### src/rtl/axi_grant_return.sv
// Routes a shared downstream response stream back to requesters in grant order via an in-order FIFO.
// Optional macro AXI_GRANT_RETURN_ORPHAN_CHECK_EN: sink beats arriving with no grant and flag orphan_err.
module axi_grant_return #(
   parameter int unsigned WID   = 16,
   parameter int unsigned AWID  = $clog2(WID),
   parameter int unsigned DEPTH = 8,
   parameter int unsigned DWID  = 64
) (
   input  logic                       clk,
   input  logic                       rst_n,
   input  logic                       push_vld,
   input  logic [AWID-1:0]            push_pos,
   output logic                       push_rdy,
   input  logic                       resp_vld,
   input  logic [DWID-1:0]            resp_data,
   input  logic                       resp_last,
   output logic                       resp_rdy,
   output logic [WID-1:0]             out_vld,
   output logic [DWID-1:0]            out_data,
   output logic                       out_last,
   input  logic [WID-1:0]             out_rdy,
`ifdef AXI_GRANT_RETURN_ORPHAN_CHECK_EN
   output logic                       orphan_err,
`endif
   output logic [$clog2(DEPTH+1)-1:0] count
);

   localparam int unsigned PW = $clog2(DEPTH);
   localparam int unsigned CW = $clog2(DEPTH+1);

   logic [AWID-1:0] slot_q [DEPTH];
   logic [PW-1:0]   wr_ptr_q, rd_ptr_q;
   logic [CW-1:0]   count_q, count_d;
   logic [AWID-1:0] head;
   logic            nonempty, head_ok, push_fire, pop_fire;

   assign head      = slot_q[rd_ptr_q];
   assign nonempty  = (count_q != '0);
   assign head_ok   = nonempty && (32'(head) < WID);
   assign push_rdy  = (count_q < CW'(DEPTH));
   assign push_fire = push_vld && push_rdy;
   assign pop_fire  = nonempty && resp_vld && resp_rdy && resp_last;
   assign count     = count_q;

   always_comb begin
      out_vld  = '0;
      resp_rdy = 1'b0;
      out_data = resp_data;
      out_last = resp_last;
      if (head_ok) begin
         out_vld  = {{(WID-1){1'b0}}, resp_vld} << head;
         resp_rdy = out_rdy[head];
      end else if (nonempty) begin
         // Head names no real requester: sink the burst.
         resp_rdy = 1'b1;
      end
`ifdef AXI_GRANT_RETURN_ORPHAN_CHECK_EN
      else begin
         resp_rdy = 1'b1;
      end
`endif
   end

   always_comb begin
      count_d = count_q;
      unique case ({push_fire, pop_fire})
         2'b10:   count_d = count_q + CW'(1);
         2'b01:   count_d = count_q - CW'(1);
         default: count_d = count_q;
      endcase
   end

   always_ff @(posedge clk or negedge rst_n) begin
      if (!rst_n) begin
         wr_ptr_q <= '0;
         rd_ptr_q <= '0;
         count_q  <= '0;
      end else begin
         count_q <= count_d;
         if (push_fire) wr_ptr_q <= wr_ptr_q + PW'(1);
         if (pop_fire)  rd_ptr_q <= rd_ptr_q + PW'(1);
      end
   end

   // Slot contents are only read when counted valid, so they need no reset.
   always_ff @(posedge clk) begin
      if (push_fire) slot_q[wr_ptr_q] <= push_pos;
   end

`ifdef AXI_GRANT_RETURN_ORPHAN_CHECK_EN
   always_ff @(posedge clk or negedge rst_n) begin
      if (!rst_n)                    orphan_err <= 1'b0;
      else if (resp_vld && !nonempty) orphan_err <= 1'b1;
   end
`endif

endmodule
### config.mk
export PLATFORM = sky130hd
export DESIGN_NAME = axi_grant_return
export DESIGN_NICKNAME = d
export VERILOG_FILES = /design/src/rtl/axi_grant_return.sv
export SDC_FILE = /design/constraint.sdc
export NUM_CORES = 1
export LEC_CHECK = 0
export ABC_AREA = 1
export CORE_MARGIN = 2
export CORE_UTILIZATION = 34
export CTS_CLUSTER_SIZE = 25
export DETAILED_ROUTE_END_ITERATION = 12
export HOLD_SLACK_MARGIN = 0.02
export PLACE_DENSITY = 0.78
export SLEW_MARGIN = 20
export SYNTH_ARGS = -nofsm -noshare
export SYNTH_HDL_FRONTEND = slang
export SYNTH_SLANG_ARGS = --single-unit
### constraint.sdc
create_clock -name clk -period 2.92 [get_ports clk]
set_input_delay 0.73 -clock clk [delete_from_list [all_inputs] [get_ports clk]]
set_output_delay 0.73 -clock clk [all_outputs]
set_load 0.005 [all_outputs]
* Word level (Yosys, flattened, before mapping)
Memory sizes are Yosys's and may differ from the RTL's.
Index checks and enable logic that the tools add are counted.
** Cells by class
- Add/subtract/negate cells :: 4
- $mul :: 0
- Div/mod/pow operators :: 0
- Order comparisons :: 2
- Eq/ne operators :: 2
- Shift operators :: 1
- Multiplexer cells :: 7
- Bitwise gates (word level) :: 0
- Reduce and logical (&&, ||, !) cells :: 6
** Operators with widths (number)
- two-way mux 16 bit :: 1
- << shifter 1 x 4 -> 16 bit :: 1
- case mux 4 bit (2 select lines) :: 1
- adder 3 x 1 -> 3 bit (second input constant) :: 2
- < comparator 4 x 5 -> 1 bit (second input constant) :: 1
- adder 4 x 1 -> 4 bit (second input constant) :: 1
- binary-select mux 1 bit (select 4 bit) :: 1
- logical AND 1 bit :: 4
- < comparator 4 bit (second input constant) :: 1
- two-way mux 1 bit :: 4
- nonzero test 4 bit :: 1
- subtractor 4 x 1 -> 4 bit (second input constant) :: 1
- equality test 2 x 1 -> 1 bit (second input constant) :: 1
- equality test 2 bit (second input constant) :: 1
- nonzero test 2 bit :: 1
** Word-level totals
- Flip-flop bits (word level) :: 10
- Latch bits :: 0
- Memory bits (writable) :: 32
- Bits in read-only memories :: 0
- Input bits :: 89
- Output and inout port bits :: 87
- Logic and storage cells :: 26
- Memories kept :: 1
** Memories
- slot_q :: words 8, bits a word 4, rd ports 1, clocked after memory_dff 0, wr ports 1, RTL line 31 : logic [AWID-1:0] slot_q [DEPTH];

* Longest topological paths before layout
An unclocked memory read counts as a cell.
- Depth in word-level cells :: 8
- Mapped depth :: 25
- Mapped depth without buffers :: 23

* Worst setup path after synthesis
No wires, ideal clock.
- Path kind :: reg-to-reg
- Start :: register rd_ptr_q[1]
- End :: register count_q[3] (netlist: count[3])
- Setup time :: 0.123 ns
- Arrival :: 2.636 ns
- Data required time :: 2.797 ns
- Slack :: 0.161 ns
- Cell stages (with the launch flop) :: 24
- Buffers on the path :: 2
- Clock period less this slack :: 2.759 ns
- Path through :: dfrtp_1 -> buf_6 -> inv_2 -> nand3_2 -> nand3_4 -> nand2_4 -> buf_6 -> nand2_1 -> nand3_1 -> nand3_1 -> nand2_1 -> nand2_2 -> nand2_4 -> nand2_4 -> inv_2 -> ha_1 -> ha_1 -> nand2_1 -> nor2_1 -> a211oi_1 -> nor2_1 -> nor2_1 -> nand2_1 -> xor2_1
** On the way
- Cells in the longest elaborated chain, start to end :: 8
- Elaborated cells between the ends (all ways) :: 10
- Those cells by class :: eq/ne (2); mux (4); reduce/logical (3); memory (1)
** RTL lines
- from (decl) :: RTL line 32 : logic [PW-1:0] wr_ptr_q, rd_ptr_q;
- from (signal assigned) :: RTL line 81 : if (pop_fire) rd_ptr_q <= rd_ptr_q + PW'(1);
- memory read (8 x 4 bit) *
- binary-select mux 1 bit (select 4 bit) * :: RTL line 52 : resp_rdy = out_rdy[head];
- two-way mux 1 bit (not written as such) * :: RTL line 52
- two-way mux 1 bit * :: RTL line 50 : if (head_ok) begin
- named net resp_rdy :: RTL line 17 : output logic resp_rdy,
- logical AND 1 bit * (2 in a row) :: RTL line 42 : assign pop_fire = nonempty && resp_vld && resp_rdy && resp_last;
- named net pop_fire :: RTL line 35 : logic nonempty, head_ok, push_fire, pop_fire;
- equality test 2 x 1 -> 1 bit / equality test 2 bit (equally long branches) :: RTL line 66 : unique case ({push_fire, pop_fire})
- case mux 4 bit (2 select lines) / nonzero test 2 bit (equally long branches)
- to (signal assigned) :: RTL line 79 : count_q <= count_d;
- to (decl) :: RTL line 33 : logic [CW-1:0] count_q, count_d;
Mark *: on every way through the listed nets, which the timed path passes. The rest lies on a longest branch. The select of a mux whose other input is x is not followed.
A chain may end at the register's enable or synchronous reset.

* Worst setup path after layout
- Start :: register rd_ptr_q[0]
- End :: register count_q[3] (netlist: count[3])
** On the way
- Cells in the longest elaborated chain, start to end :: 8
- Elaborated cells between the ends (all ways) :: 10
- Those cells by class :: eq/ne (2); mux (4); reduce/logical (3); memory (1)
** RTL lines (RTL line)
- memory read (8 x 4 bit) *
- binary-select mux 1 bit (select 4 bit) * :: 52
- two-way mux 1 bit (not written as such) * :: 52
- two-way mux 1 bit * :: 50
- logical AND 1 bit * (2 in a row) :: 42
- named net pop_fire :: 35
- equality test 2 x 1 -> 1 bit / equality test 2 bit (equally long branches) :: 66
- case mux 4 bit (2 select lines) / nonzero test 2 bit (equally long branches)
Marked as above.

==> impl_summary.log <==
INFO  metric launch_point_of_the_worst_path = rd_ptr_q[0]$_DFFE_PN0P_
INFO  metric routed_wire_length_per_instance = roughly 20 um
INFO  metric pin_count_of_the_biggest_net_entering_global_routing = 16
INFO  metric antenna_found_initial = 0
INFO  metric hold-path-cell-count = 1
INFO  metric gr-total-overflow = 0
INFO  metric critPathArrivalTime = about 3100 ps
INFO  metric worst_case_vdd_ir_drop = between 0.0003 and 0.0004 V
INFO  metric port_buffers = 47
INFO  metric timing.final.crit_period = 2950 ps
INFO  metric clkSlewWorstSetupHoldPaths = approximately 80 ps
INFO  metric cp_common_cell = sky130_fd_sc_hd__nand2_2
INFO  metric ys.warnings.count = 0
INFO  metric drt_wl_total = around 8800 um
INFO  metric postSynthAreaPerCell = roughly 9 um2
INFO  metric setup.worst_path.class = register to register
INFO  metric detail_route.iter0.violations = between 40 and 50
INFO  metric postSynthNetCount = between 400 and 500
INFO  metric layout_common_cells = sky130_fd_sc_hd__nand2_1, sky130_fd_sc_hd__edfxtp_1, sky130_fd_sc_hd__buf_4
INFO  metric mappedNetlistArea = roughly 2800 um2
INFO  metric clkSinkCount = 42
INFO  metric cts.path.max_buffers = 2
INFO  metric global_route.peak_usage_layer = met2
INFO  metric route.detailed.vias_per_inst = between 4 and 5
INFO  metric layout_overhead_on_the_synthesized_area = 26.2%
INFO  metric detail_route.first_pass.iterations = 4
INFO  metric antennaDiodeCount = 0
INFO  metric path_max_fanout = 7
INFO  metric place.detailed.hpwl = about 6500 um
INFO  metric grt_pass1_wl = between 10,000 and 15,000 um
INFO  metric mostFrequentLayoutCell = sky130_fd_sc_hd__nand2_1
INFO  metric leakage_dissipation = 1.51 nW
INFO  metric synth.ff_latch_count = 42
INFO  metric row_count = 33
INFO  metric result_of_the_run = complete, but fails checks
INFO  metric numPlacedInstances = around 420
INFO  metric drive_above_1_share = between 40% and 50%
INFO  metric groute.layer.met1.usage = 16.4%
INFO  metric post-layout-total-power = roughly 3.7 mW
INFO  metric nNetsFinal = between 400 and 500
INFO  metric groute.usage.overall = between 15 and 20%
INFO  metric hold_violations = 0
INFO  metric r2r_start = rd_ptr_q[0]$_DFFE_PN0P_
INFO  metric finalCritPeriodShare = 101%
INFO  metric yosys.area.top_type = sky130_fd_sc_hd__edfxtp_1
INFO  metric slew-limit-headroom = about two thirds
INFO  metric cts_buffers = 5
INFO  metric power_density = roughly 1000 nW/um2
INFO  metric worst-r2r-setup-slack = -30 ps
INFO  metric achievable-frequency = 0.339 GHz
INFO  metric floorplan.initialDensity = approximately a third
INFO  metric hold_path_end = count[0]$_DFFE_PN0P_
INFO  metric dp_slack = -220 ps
INFO  metric violations_in_the_final_reports = setup timing
INFO  metric clockRootBuffer = sky130_fd_sc_hd__clkbuf_8
INFO  metric global_route.usage.met3 = between 10% and 20%
INFO  metric yosys.area.top_type_share = between 30% and 40%
INFO  metric cts_tree = done
INFO  metric gate_count_of_the_mapped_netlist = 320
INFO  metric r2r_cells = 23
INFO  metric io_pins = around 180
INFO  metric r2r-end = count[3]$_DFFE_PN0P_
INFO  metric finalMaxSlewViolations = 0
INFO  metric setup_viol_count_final = 1
INFO  metric route.vias.total = between 2k and 2.5k
INFO  metric global_route.usage.met2 = about a third
INFO  metric grt_setup_unrepaired = yes
INFO  metric critical_path.slowest_cell = sky130_fd_sc_hd__dfrtp_2
INFO  metric setup-tns-final = -29.2 ps
INFO  metric antenna_violating_nets_post_route = 0
INFO  metric path_cells = buf_12 -> nand2_1 -> nand3_4 -> nand3_4 -> buf_4 -> nand3b_1 -> nand2_2 -> nand2_2 -> nand3_2 -> nand2_2 -> nand2_2 -> nand2_4 -> nand2_4 -> inv_2 -> ha_4 -> ha_4 -> nand2_4 -> nor2_4 -> a211oi_4 -> nor2_1 -> nor2_1 -> nand2_1 -> xor2_1
INFO  metric critical_path_end_type = register
INFO  metric first_global_vias = 2,071
INFO  metric yosys.cell_types.count = 30
INFO  metric hold_start = count[0]$_DFFE_PN0P_
INFO  metric worst_skew_pair.late_latency = roughly 290 ps
INFO  metric die_h = ~95 um
INFO  metric setup.worst_path.start_class = register
INFO  metric slew_at_the_pin_closest_to_its_max_slew_limit = 477 ps
INFO  metric skew = 9.34 ps
INFO  metric gp_routability_congestion = ~0.85
INFO  metric die_width = between 90 and 100 um
INFO  metric hp-class = register to register
INFO  metric layout.filler_cells = approximately 770
INFO  metric die-area = between 8000 and 9000 um2
INFO  metric detail_route.drc_violations = 0
INFO  metric max_cap_viol_count = 0
INFO  metric setup_slack = -29.2 ps
INFO  metric final_non_filler_cell_total = ~450
INFO  metric cp_slowest_stage_delay = between 400 and 500 ps
INFO  metric netlist_top_cells_area = sky130_fd_sc_hd__edfxtp_1, sky130_fd_sc_hd__buf_4, sky130_fd_sc_hd__nand2_1
INFO  metric synth_sequential_area_ratio = 43.3%
INFO  metric core_region_area = between 8000 and 9000 um2
INFO  metric cp.required = roughly 3100 ps
INFO  metric clock_tree.htree_level_count = 2
==> worst max-delay path by stage <==
stage | end | slack (ps) | depth (start not counted)
after detailed placement | count[3]$_DFFE_PN0P_ | -220 | 19
final | count[3]$_DFFE_PN0P_ | -30 | 23
after CTS | count[3]$_DFFE_PN0P_ | -2 | 24
after floorplan | count[3]$_DFFE_PN0P_ | 160 | 23
after global routing | count[3]$_DFFE_PN0P_ | -180 | 24
after global placement | count[3]$_DFFE_PN0P_ | -140 | 19
==> final cells by class <==
class / instances / area, um2 / share of cell area (%)
inverters: 27 / 124 / 3.51
multi-input cells: 181 / 1210 / 34.2
flip-flops and latches: 42 / 1210 / 34.4
well taps: 105 / 131 / 3.72
repair buffers: 88 / 771 / 21.8
clock buffers: 5 / 68.8 / 1.95
clock inverters: 3 / 16.3 / 0.461
==> stage by stage <==
step	cell area [um2]	hold WS (ps)	util, %
6_report	3530	543	43.6
5_1_grt	3530	572	43.6
4_1_cts	3230	543	39.9
3_5_place_dp	2990	533	37.0
3_3_place_gp	2990	516	37.0
2_1_floorplan	2800	434	-
==> power by group <==
group	switching [mW]	internal [mW]	leakage, nW
clock	0.191	0.164	0.0416
sequential	0.106	0.751	0.408
combinational	1.33	1.16	1.06
total	1.63	2.07	1.51
==> state kept, by name (all words and copies together) (netlist names) <==
name	cells
count	4
rd_ptr_q	3
slot_q	32
wr_ptr_q	3
==> kinds of logic (layout without fill, tap and decap cells) <==
kind of cell             after synthesis  after routing  synth area share, %
XOR/XNOR                               5              5                 1.57
AO/OA/AOI/OAI                          6              6                 1.34
buffers and inverters                 98            123                 23.3
adder cells (fa/ha/maj)                6              6                 2.95
flip-flops                            42             42                 43.3
AND/OR/NAND/NOR                      163            164                 27.5
==> critical path, delay by kind of cell (launching register included) <==
family / cells / cell delay, ps
simple gates: 16 / 1300
xor+xnor: 1 / 140
flops: 1 / 440
buf+inv: 3 / 320
fa+ha+maj: 2 / 430
compound gates: 1 / 190
==> cell usage after synthesis <==
master,n
sky130_fd_sc_hd__buf_4,66
sky130_fd_sc_hd__nand4_1,4
sky130_fd_sc_hd__nand2_4,4
sky130_fd_sc_hd__nor4_1,1
sky130_fd_sc_hd__ha_1,5
sky130_fd_sc_hd__or2_2,1
sky130_fd_sc_hd__nand3_2,4
sky130_fd_sc_hd__a21oi_1,1
sky130_fd_sc_hd__a211oi_1,1
sky130_fd_sc_hd__nor2_1,29
sky130_fd_sc_hd__dfrtp_1,10
sky130_fd_sc_hd__nand3_4,2
sky130_fd_sc_hd__nand2_1,77
sky130_fd_sc_hd__nand2_2,5
sky130_fd_sc_hd__nor3_1,1
sky130_fd_sc_hd__nand3_1,33
sky130_fd_sc_hd__buf_2,1
sky130_fd_sc_hd__o21ai_0,3
sky130_fd_sc_hd__xor2_1,4
sky130_fd_sc_hd__nand3b_1,1
sky130_fd_sc_hd__a32o_1,1
sky130_fd_sc_hd__buf_6,4
sky130_fd_sc_hd__clkinv_1,2
sky130_fd_sc_hd__inv_1,17
sky130_fd_sc_hd__inv_2,7
sky130_fd_sc_hd__inv_6,1
sky130_fd_sc_hd__edfxtp_1,32
sky130_fd_sc_hd__nor2_2,1
sky130_fd_sc_hd__fa_1,1
sky130_fd_sc_hd__xnor2_1,1
==> routing by layer <==
metal  part of all wire, %  up-vias
met3                    16       27
met1                    29     1012
met4                   3.1        0
met2                    52      128
li1                      -     1021
met5                     0        -
==> timing repair <==
action,in CTS,in global routing
hold buffers,0,0
gates cloned,1,1
endpoints found under the setup margin,18,19
pin swaps,9,46
gates resized for setup,35,102
buffers inserted,13,12
(Power assumes the default switching activity.)
